**src/rtl/pc_sequencer_if.sv**
```systemverilog
// rtl/pc_sequencer_if.sv - bus bundle between pc_sequencer, instruction memory, decoder and next_pc
//
// Purpose: groups every non-clock/reset signal of pc_sequencer.
//   master modport : the sequencer side
//   slave modport  : the environment side (imem, decoder, next_pc, control)
// Signals:
//   start                         level request to leave IDLE/HALT
//   imem_req / imem_addr          fetch request and address (sequencer out)
//   imem_ack                      fetch complete, decode inputs valid
//   dec_jmp/dec_brz/dec_jr/dec_halt decoded control-flow class
//   zero                          ALU zero flag
//   jmx / bmx                     next_pc selects (curPC+imm / Rb)
//   pc_next                       next_pc result
//   cur_pc                        PC register
//   retire / halted / instr_count status
//   step_mode                     only with SINGLE_STEP_EN defined
interface pc_sequencer_if #(
   parameter int PC_W  = 8,
   parameter int CNT_W = 16
);
   logic             start;
   logic             imem_req;
   logic [PC_W-1:0]  imem_addr;
   logic             imem_ack;
   logic             dec_jmp;
   logic             dec_brz;
   logic             dec_jr;
   logic             dec_halt;
   logic             zero;
   logic             jmx;
   logic             bmx;
   logic [PC_W-1:0]  pc_next;
   logic [PC_W-1:0]  cur_pc;
   logic             retire;
   logic             halted;
   logic [CNT_W-1:0] instr_count;
`ifdef SINGLE_STEP_EN
   logic             step_mode;
`endif

   modport master (
      input  start, imem_ack, dec_jmp, dec_brz, dec_jr, dec_halt, zero, pc_next,
`ifdef SINGLE_STEP_EN
      input  step_mode,
`endif
      output imem_req, imem_addr, jmx, bmx, cur_pc, retire, halted, instr_count
   );

   modport slave (
      output start, imem_ack, dec_jmp, dec_brz, dec_jr, dec_halt, zero, pc_next,
`ifdef SINGLE_STEP_EN
      output step_mode,
`endif
      input  imem_req, imem_addr, jmx, bmx, cur_pc, retire, halted, instr_count
   );
endinterface

```
**src/rtl/pc_sequencer.sv**
```systemverilog
// rtl/pc_sequencer.sv - fetch/execute controller owning the Redux-V program counter
//
// Purpose: runs IDLE -> FETCH -> EXEC -> (FETCH | HALT), holds the PC, latches the
// decoded control-flow class on imem_ack and steers next_pc during EXEC.
// Optional feature macro: SINGLE_STEP_EN (adds bus.step_mode; every EXEC then halts).
// Ports:
//   clk  system clock, rising edge
//   rst  synchronous active-high reset
//   bus  pc_sequencer_if.master (see interface file for signal list)
module pc_sequencer #(
   parameter int             PC_W     = 8,
   parameter logic [PC_W-1:0] RESET_PC = '0,
   parameter int             CNT_W    = 16
) (
   input logic              clk,
   input logic              rst,
   pc_sequencer_if.master   bus
);

   typedef enum logic [1:0] {
      S_IDLE  = 2'd0,
      S_FETCH = 2'd1,
      S_EXEC  = 2'd2,
      S_HALT  = 2'd3
   } state_t;

   state_t           state_q, state_d;
   logic [PC_W-1:0]  cur_pc_q, cur_pc_d;
   logic [CNT_W-1:0] cnt_q, cnt_d;
   logic             jmp_q, jmp_d;
   logic             brz_q, brz_d;
   logic             jr_q, jr_d;
   logic             halt_q, halt_d;
   logic             step_halt;

`ifdef SINGLE_STEP_EN
   assign step_halt = bus.step_mode;
`else
   assign step_halt = 1'b0;
`endif

   always_ff @(posedge clk) begin
      if (rst) begin
         state_q  <= S_IDLE;
         cur_pc_q <= RESET_PC;
         cnt_q    <= '0;
         jmp_q    <= 1'b0;
         brz_q    <= 1'b0;
         jr_q     <= 1'b0;
         halt_q   <= 1'b0;
      end else begin
         state_q  <= state_d;
         cur_pc_q <= cur_pc_d;
         cnt_q    <= cnt_d;
         jmp_q    <= jmp_d;
         brz_q    <= brz_d;
         jr_q     <= jr_d;
         halt_q   <= halt_d;
      end
   end

   always_comb begin
      state_d  = state_q;
      cur_pc_d = cur_pc_q;
      cnt_d    = cnt_q;
      jmp_d    = jmp_q;
      brz_d    = brz_q;
      jr_d     = jr_q;
      halt_d   = halt_q;
      bus.imem_req = 1'b0;
      bus.jmx      = 1'b0;
      bus.bmx      = 1'b0;
      bus.retire   = 1'b0;
      bus.halted   = 1'b0;

      case (state_q)
         S_IDLE: begin
            if (bus.start) state_d = S_FETCH;
         end
         S_FETCH: begin
            bus.imem_req = 1'b1;
            if (bus.imem_ack) begin
               jmp_d   = bus.dec_jmp;
               brz_d   = bus.dec_brz;
               jr_d    = bus.dec_jr;
               halt_d  = bus.dec_halt;
               state_d = S_EXEC;
            end
         end
         S_EXEC: begin
            // jr wins outright; jmp beats brz only by both mapping to jmx
            bus.bmx    = jr_q;
            bus.jmx    = !jr_q && (jmp_q || (brz_q && bus.zero));
            bus.retire = 1'b1;
            cur_pc_d   = bus.pc_next;
            cnt_d      = cnt_q + CNT_W'(1);
            state_d    = (halt_q || step_halt) ? S_HALT : S_FETCH;
         end
         S_HALT: begin
            bus.halted = 1'b1;
            if (bus.start) state_d = S_FETCH;
         end
         default: state_d = S_IDLE;
      endcase
   end

   assign bus.imem_addr   = cur_pc_q;
   assign bus.cur_pc      = cur_pc_q;
   assign bus.instr_count = cnt_q;

endmodule

```
**src/flat_wrapper.sv**
```systemverilog
// flat-port wrapper written by rule: the top's interface ports become plain ports
module pc_sequencer_flat 
#(
   parameter int             PC_W     = 8,
   parameter logic [PC_W-1:0] RESET_PC = '0,
   parameter int             CNT_W    = 16
)
  (clk, rst, bus_start, bus_imem_ack, bus_dec_jmp, bus_dec_brz, bus_dec_jr, bus_dec_halt, bus_zero, bus_pc_next, bus_imem_req, bus_imem_addr, bus_jmx, bus_bmx, bus_cur_pc, bus_retire, bus_halted, bus_instr_count);
  pc_sequencer_if #(.PC_W(PC_W), .CNT_W(CNT_W)) bus_i ();
  input logic clk;
  input logic rst;
  input wire logic [$bits(bus_i.start)-1:0] bus_start;
  input wire logic [$bits(bus_i.imem_ack)-1:0] bus_imem_ack;
  input wire logic [$bits(bus_i.dec_jmp)-1:0] bus_dec_jmp;
  input wire logic [$bits(bus_i.dec_brz)-1:0] bus_dec_brz;
  input wire logic [$bits(bus_i.dec_jr)-1:0] bus_dec_jr;
  input wire logic [$bits(bus_i.dec_halt)-1:0] bus_dec_halt;
  input wire logic [$bits(bus_i.zero)-1:0] bus_zero;
  input wire logic [$bits(bus_i.pc_next)-1:0] bus_pc_next;
  output wire logic [$bits(bus_i.imem_req)-1:0] bus_imem_req;
  output wire logic [$bits(bus_i.imem_addr)-1:0] bus_imem_addr;
  output wire logic [$bits(bus_i.jmx)-1:0] bus_jmx;
  output wire logic [$bits(bus_i.bmx)-1:0] bus_bmx;
  output wire logic [$bits(bus_i.cur_pc)-1:0] bus_cur_pc;
  output wire logic [$bits(bus_i.retire)-1:0] bus_retire;
  output wire logic [$bits(bus_i.halted)-1:0] bus_halted;
  output wire logic [$bits(bus_i.instr_count)-1:0] bus_instr_count;
  assign bus_i.start = bus_start;
  assign bus_i.imem_ack = bus_imem_ack;
  assign bus_i.dec_jmp = bus_dec_jmp;
  assign bus_i.dec_brz = bus_dec_brz;
  assign bus_i.dec_jr = bus_dec_jr;
  assign bus_i.dec_halt = bus_dec_halt;
  assign bus_i.zero = bus_zero;
  assign bus_i.pc_next = bus_pc_next;
  assign bus_imem_req = bus_i.imem_req;
  assign bus_imem_addr = bus_i.imem_addr;
  assign bus_jmx = bus_i.jmx;
  assign bus_bmx = bus_i.bmx;
  assign bus_cur_pc = bus_i.cur_pc;
  assign bus_retire = bus_i.retire;
  assign bus_halted = bus_i.halted;
  assign bus_instr_count = bus_i.instr_count;
  pc_sequencer #(.PC_W(PC_W), .RESET_PC(RESET_PC), .CNT_W(CNT_W)) u_core (.clk(clk), .rst(rst), .bus(bus_i));
endmodule
```
**config.mk**
```make
export PLATFORM = sky130hd
export DESIGN_NAME = pc_sequencer_flat
export DESIGN_NICKNAME = d
export VERILOG_FILES = /design/src/rtl/pc_sequencer_if.sv /design/src/rtl/pc_sequencer.sv /design/src/flat_wrapper.sv
export SDC_FILE = /design/constraint.sdc
export NUM_CORES = 1
export LEC_CHECK = 0
export CORE_UTILIZATION = 40
export DETAILED_ROUTE_END_ITERATION = 12
export PLACE_DENSITY = 0.78
export SYNTH_ARGS = -nofsm -noshare
export SYNTH_HDL_FRONTEND = slang
export SYNTH_SLANG_ARGS = --single-unit
```
**constraint.sdc**
```tcl
create_clock -name clk -period 4.5 [get_ports clk]
set_input_delay 0.45 -clock clk [delete_from_list [all_inputs] [get_ports clk]]
set_output_delay 0.45 -clock clk [all_outputs]
set_load 0.01 [all_outputs]
```
==> results.yml <==
sta:
  tightestPinTransition_ns: 1.18
  slew_headroom_pct: 21.3
  worst_slack_ns: 1.71
  fmax_mhz: 359
  fin_crit_ns: 2.79
  setup_viol: 0
  hold_violations: 0
  finalClockSkew_ns: 0.00999
  maxSlewViolCount: 0
  holdWs_ns: 0.472
  setup_tns_ns: 0
  rsz0062_at_grt: "no"
  period_share_pct: 62.0
clocking:
  cts_resized: 0
  clock_sink_count: 30
  path_clk_slew_ns: 0.09
  cts_setup_buffers: 0
  cts-buffers-inserted: 5
  htreeDepth: 2
  clkLatencyLatePin_ns: 0.34
  holdBufCountCts: 0
  clockRootBuffer: "clkbuf_4"
  clockBufferDepth: 2
  cts_tree: "done"
synth:
  synth_area_leaders: "dfxtp_1 41%, mux2i_1 6.1%, a21oi_1 4.8%"
  ys_seq_area_share_pct: 40.9
  syn_nets: 180
  synth_seq_cells: 30
  synth_cell_types: 32
  yosysTopAreaCell: "dfxtp_1"
  synth_top_area_share_pct: 40.9
  netlist_instances: 158
  syn-cell-area_mm2: 0.00147
  synth.avg_cell_area_um2: 9.30
  yosys_warnings: 0
drt:
  drtAntennaViolNets: 0
  drtPass1Iterations: 4
  routed_wl_um: 3220
  viasPerCell: 5.25
  vias: 1313
  avgRoutedWirePerCell_um: 12.9
  drc: 0
  drtIter0Drc: 54
global_route:
  grt_pass1_wl_um: 5570
  antenna_found_initial: 0
  grtUsageTotal_pct: 17.8
  grt_max_degree: 35
  grt_pass1_vias: 1278
  grt_overflow_total: 0
place:
  dp_slack_ns: 2.06
  hpwlAfterDp_um: 2340
  io_buffers: 53
  routabilityCongestion: 0.764
flow_run:
  maxCapViolations: 0
setup_path:
  worstPathCellList: "inv_1 > ha_1 > nor3b_1 > clkdlybuf4s50_1"
  critPathRequiredTime_ns: 4.05
  worstPathArrival_ns: 2.34
  r2r-start: "u_core.state_q[0]"
  endpoint_kind: "primary output"
  cp-start-kind: "flop"
  worstRegToRegCells: 5
  slowest_stage: "ha_1"
  cp_max_fo: 20
  setup.worst_path.start: "u_core.state_q[0]"
  path_class: "reg -> out"
  critical_path.max_stage_delay_ns: 0.75
power:
  finalPower_uw: 749
  p_leak_uw: 0.000703
  ir_worst_vdd_mv: 0.184
  power_density_mw_per_mm2: 371
floorplanning:
  fp-row-count: 21
  initial_core_util_pct: 43.0
  die_width_um: 62.6
  fp.dieH_um: 62.6
  coreArea_mm2: 0.00342
  design.portCount: 54
  dieArea_mm2: 0.00392
final_layout:
  final_common_cell: "clkdlybuf4s50_1"
  finish.net_count: 225
  mostFrequentLayoutCells: "53 x clkdlybuf4s50_1, 30 x dfxtp_1, 18 x nor2_1"
  diodes: 0
  drive_above_1_share_pct: 7.35
  layout.area.seq_um2: 601
  num-fill-cells: 312
  multi_input_area_um2: 749
  syn_to_final_growth_pct: 37.3
min_path:
  hold_path_class: "reg -> reg"
  holdPathStages: 2
  hold_path_startpoint: "u_core.jmp_q"
status:
  status: "finished clean"
-- per-layer routing --
| layer | up-vias | wire, um | track usage, % |
|---|---|---|---|
| met1 | 610 | 1320 | 18.8 |
| met3 | 8 | 202 | 4.93 |
| met2 | 49 | 1640 | 32.1 |
| met4 | 0 | 70 | 8.72 |
| met5 | - | 0 | 0 |
| li1 | 646 | - | - |
-- critical path: cells and delay by family (launching register included) --
| family | cells | cell delay (ns) |
|---|---|---|
| buffers and inverters | 2 | 0.64 |
| adder cells (fa/ha/maj) | 1 | 0.75 |
| AND/OR/NAND/NOR | 1 | 0.26 |
| flip-flops | 1 | 0.36 |
-- cell families (layout without fill, tap and decap cells) --
group	after synthesis	after routing	share of synthesized area (%)
multiplexers	13	13	9.20
adder cells (fa/ha/maj)	5	5	4.26
buffers and inverters	19	65	8.09
AND/OR/NAND/NOR	63	63	25.7
XOR/XNOR	4	4	2.39
flip-flops	30	30	40.9
AO/OA/AOI/OAI	24	24	9.46
-- stage by stage --
stage	instance area (um2)	instances	util, %
floorplan	1470	158	-
global placement	1950	242	57.2
detailed placement	1950	242	57.2
CTS	2020	250	59.0
global route	2020	250	59.0
finish	2020	250	59.0
-- state kept, by name, indices dropped and copies added, names as in the netlist --
| register | flops |
|---|---|
| u_core.jr_q | 1 |
| u_core.bus.instr_count | 16 |
| u_core.brz_q | 1 |
| u_core.halt_q | 1 |
| u_core.bus.cur_pc | 8 |
| u_core.jmp_q | 1 |
| u_core.state_q | 2 |
-- Yosys cell counts --
library cell   n
a21o_1         1
a21oi_1       14
a311oi_1       1
and2_1         2
buf_2          2
buf_4          8
buf_6          2
clkbuf_1       3
dfxtp_1       30
ha_1           5
inv_1          4
mux2_1         3
mux2_2         1
mux2i_1        9
nand2_1        9
nand2b_1       2
nand3_1        8
nand4_1        6
nand4_2        1
nand4_4        1
nor2_1        18
nor2b_1        4
nor3b_1        1
nor4_2         3
nor4_4         1
o211ai_1       1
o21ai_0        3
o31ai_1        4
or3_1          3
or4_1          4
xnor2_1        1
xor2_1         3
-- final cells by class --
| type | count | area share, % |
|---|---|---|
| clock buffer | 6 | 2.54 |
| clock inverter | 2 | 0.620 |
| timing repair buffer | 53 | 26.3 |
| sequential | 30 | 29.8 |
| inverter | 4 | 0.744 |
| tap | 46 | 2.85 |
| multi-input combinational | 109 | 37.2 |
-- final timing paths --
| kind | endpoint | slack [ns] |
|---|---|---|
| min | u_core.jmp_q | 0.47 |
| max | bus_jmx | 1.71 |
| min reg2reg | u_core.jmp_q | 0.47 |
| max reg2reg | u_core.bus.instr_count[9] | 2.13 |
-- power by group --
part,switching [uW],internal (uW),leakage [uW]
Clock,97.7,75.0,0.0000343
Sequential,29.9,295,0.000243
Combinational,117,135,0.000426
(Power assumes the default switching activity.)
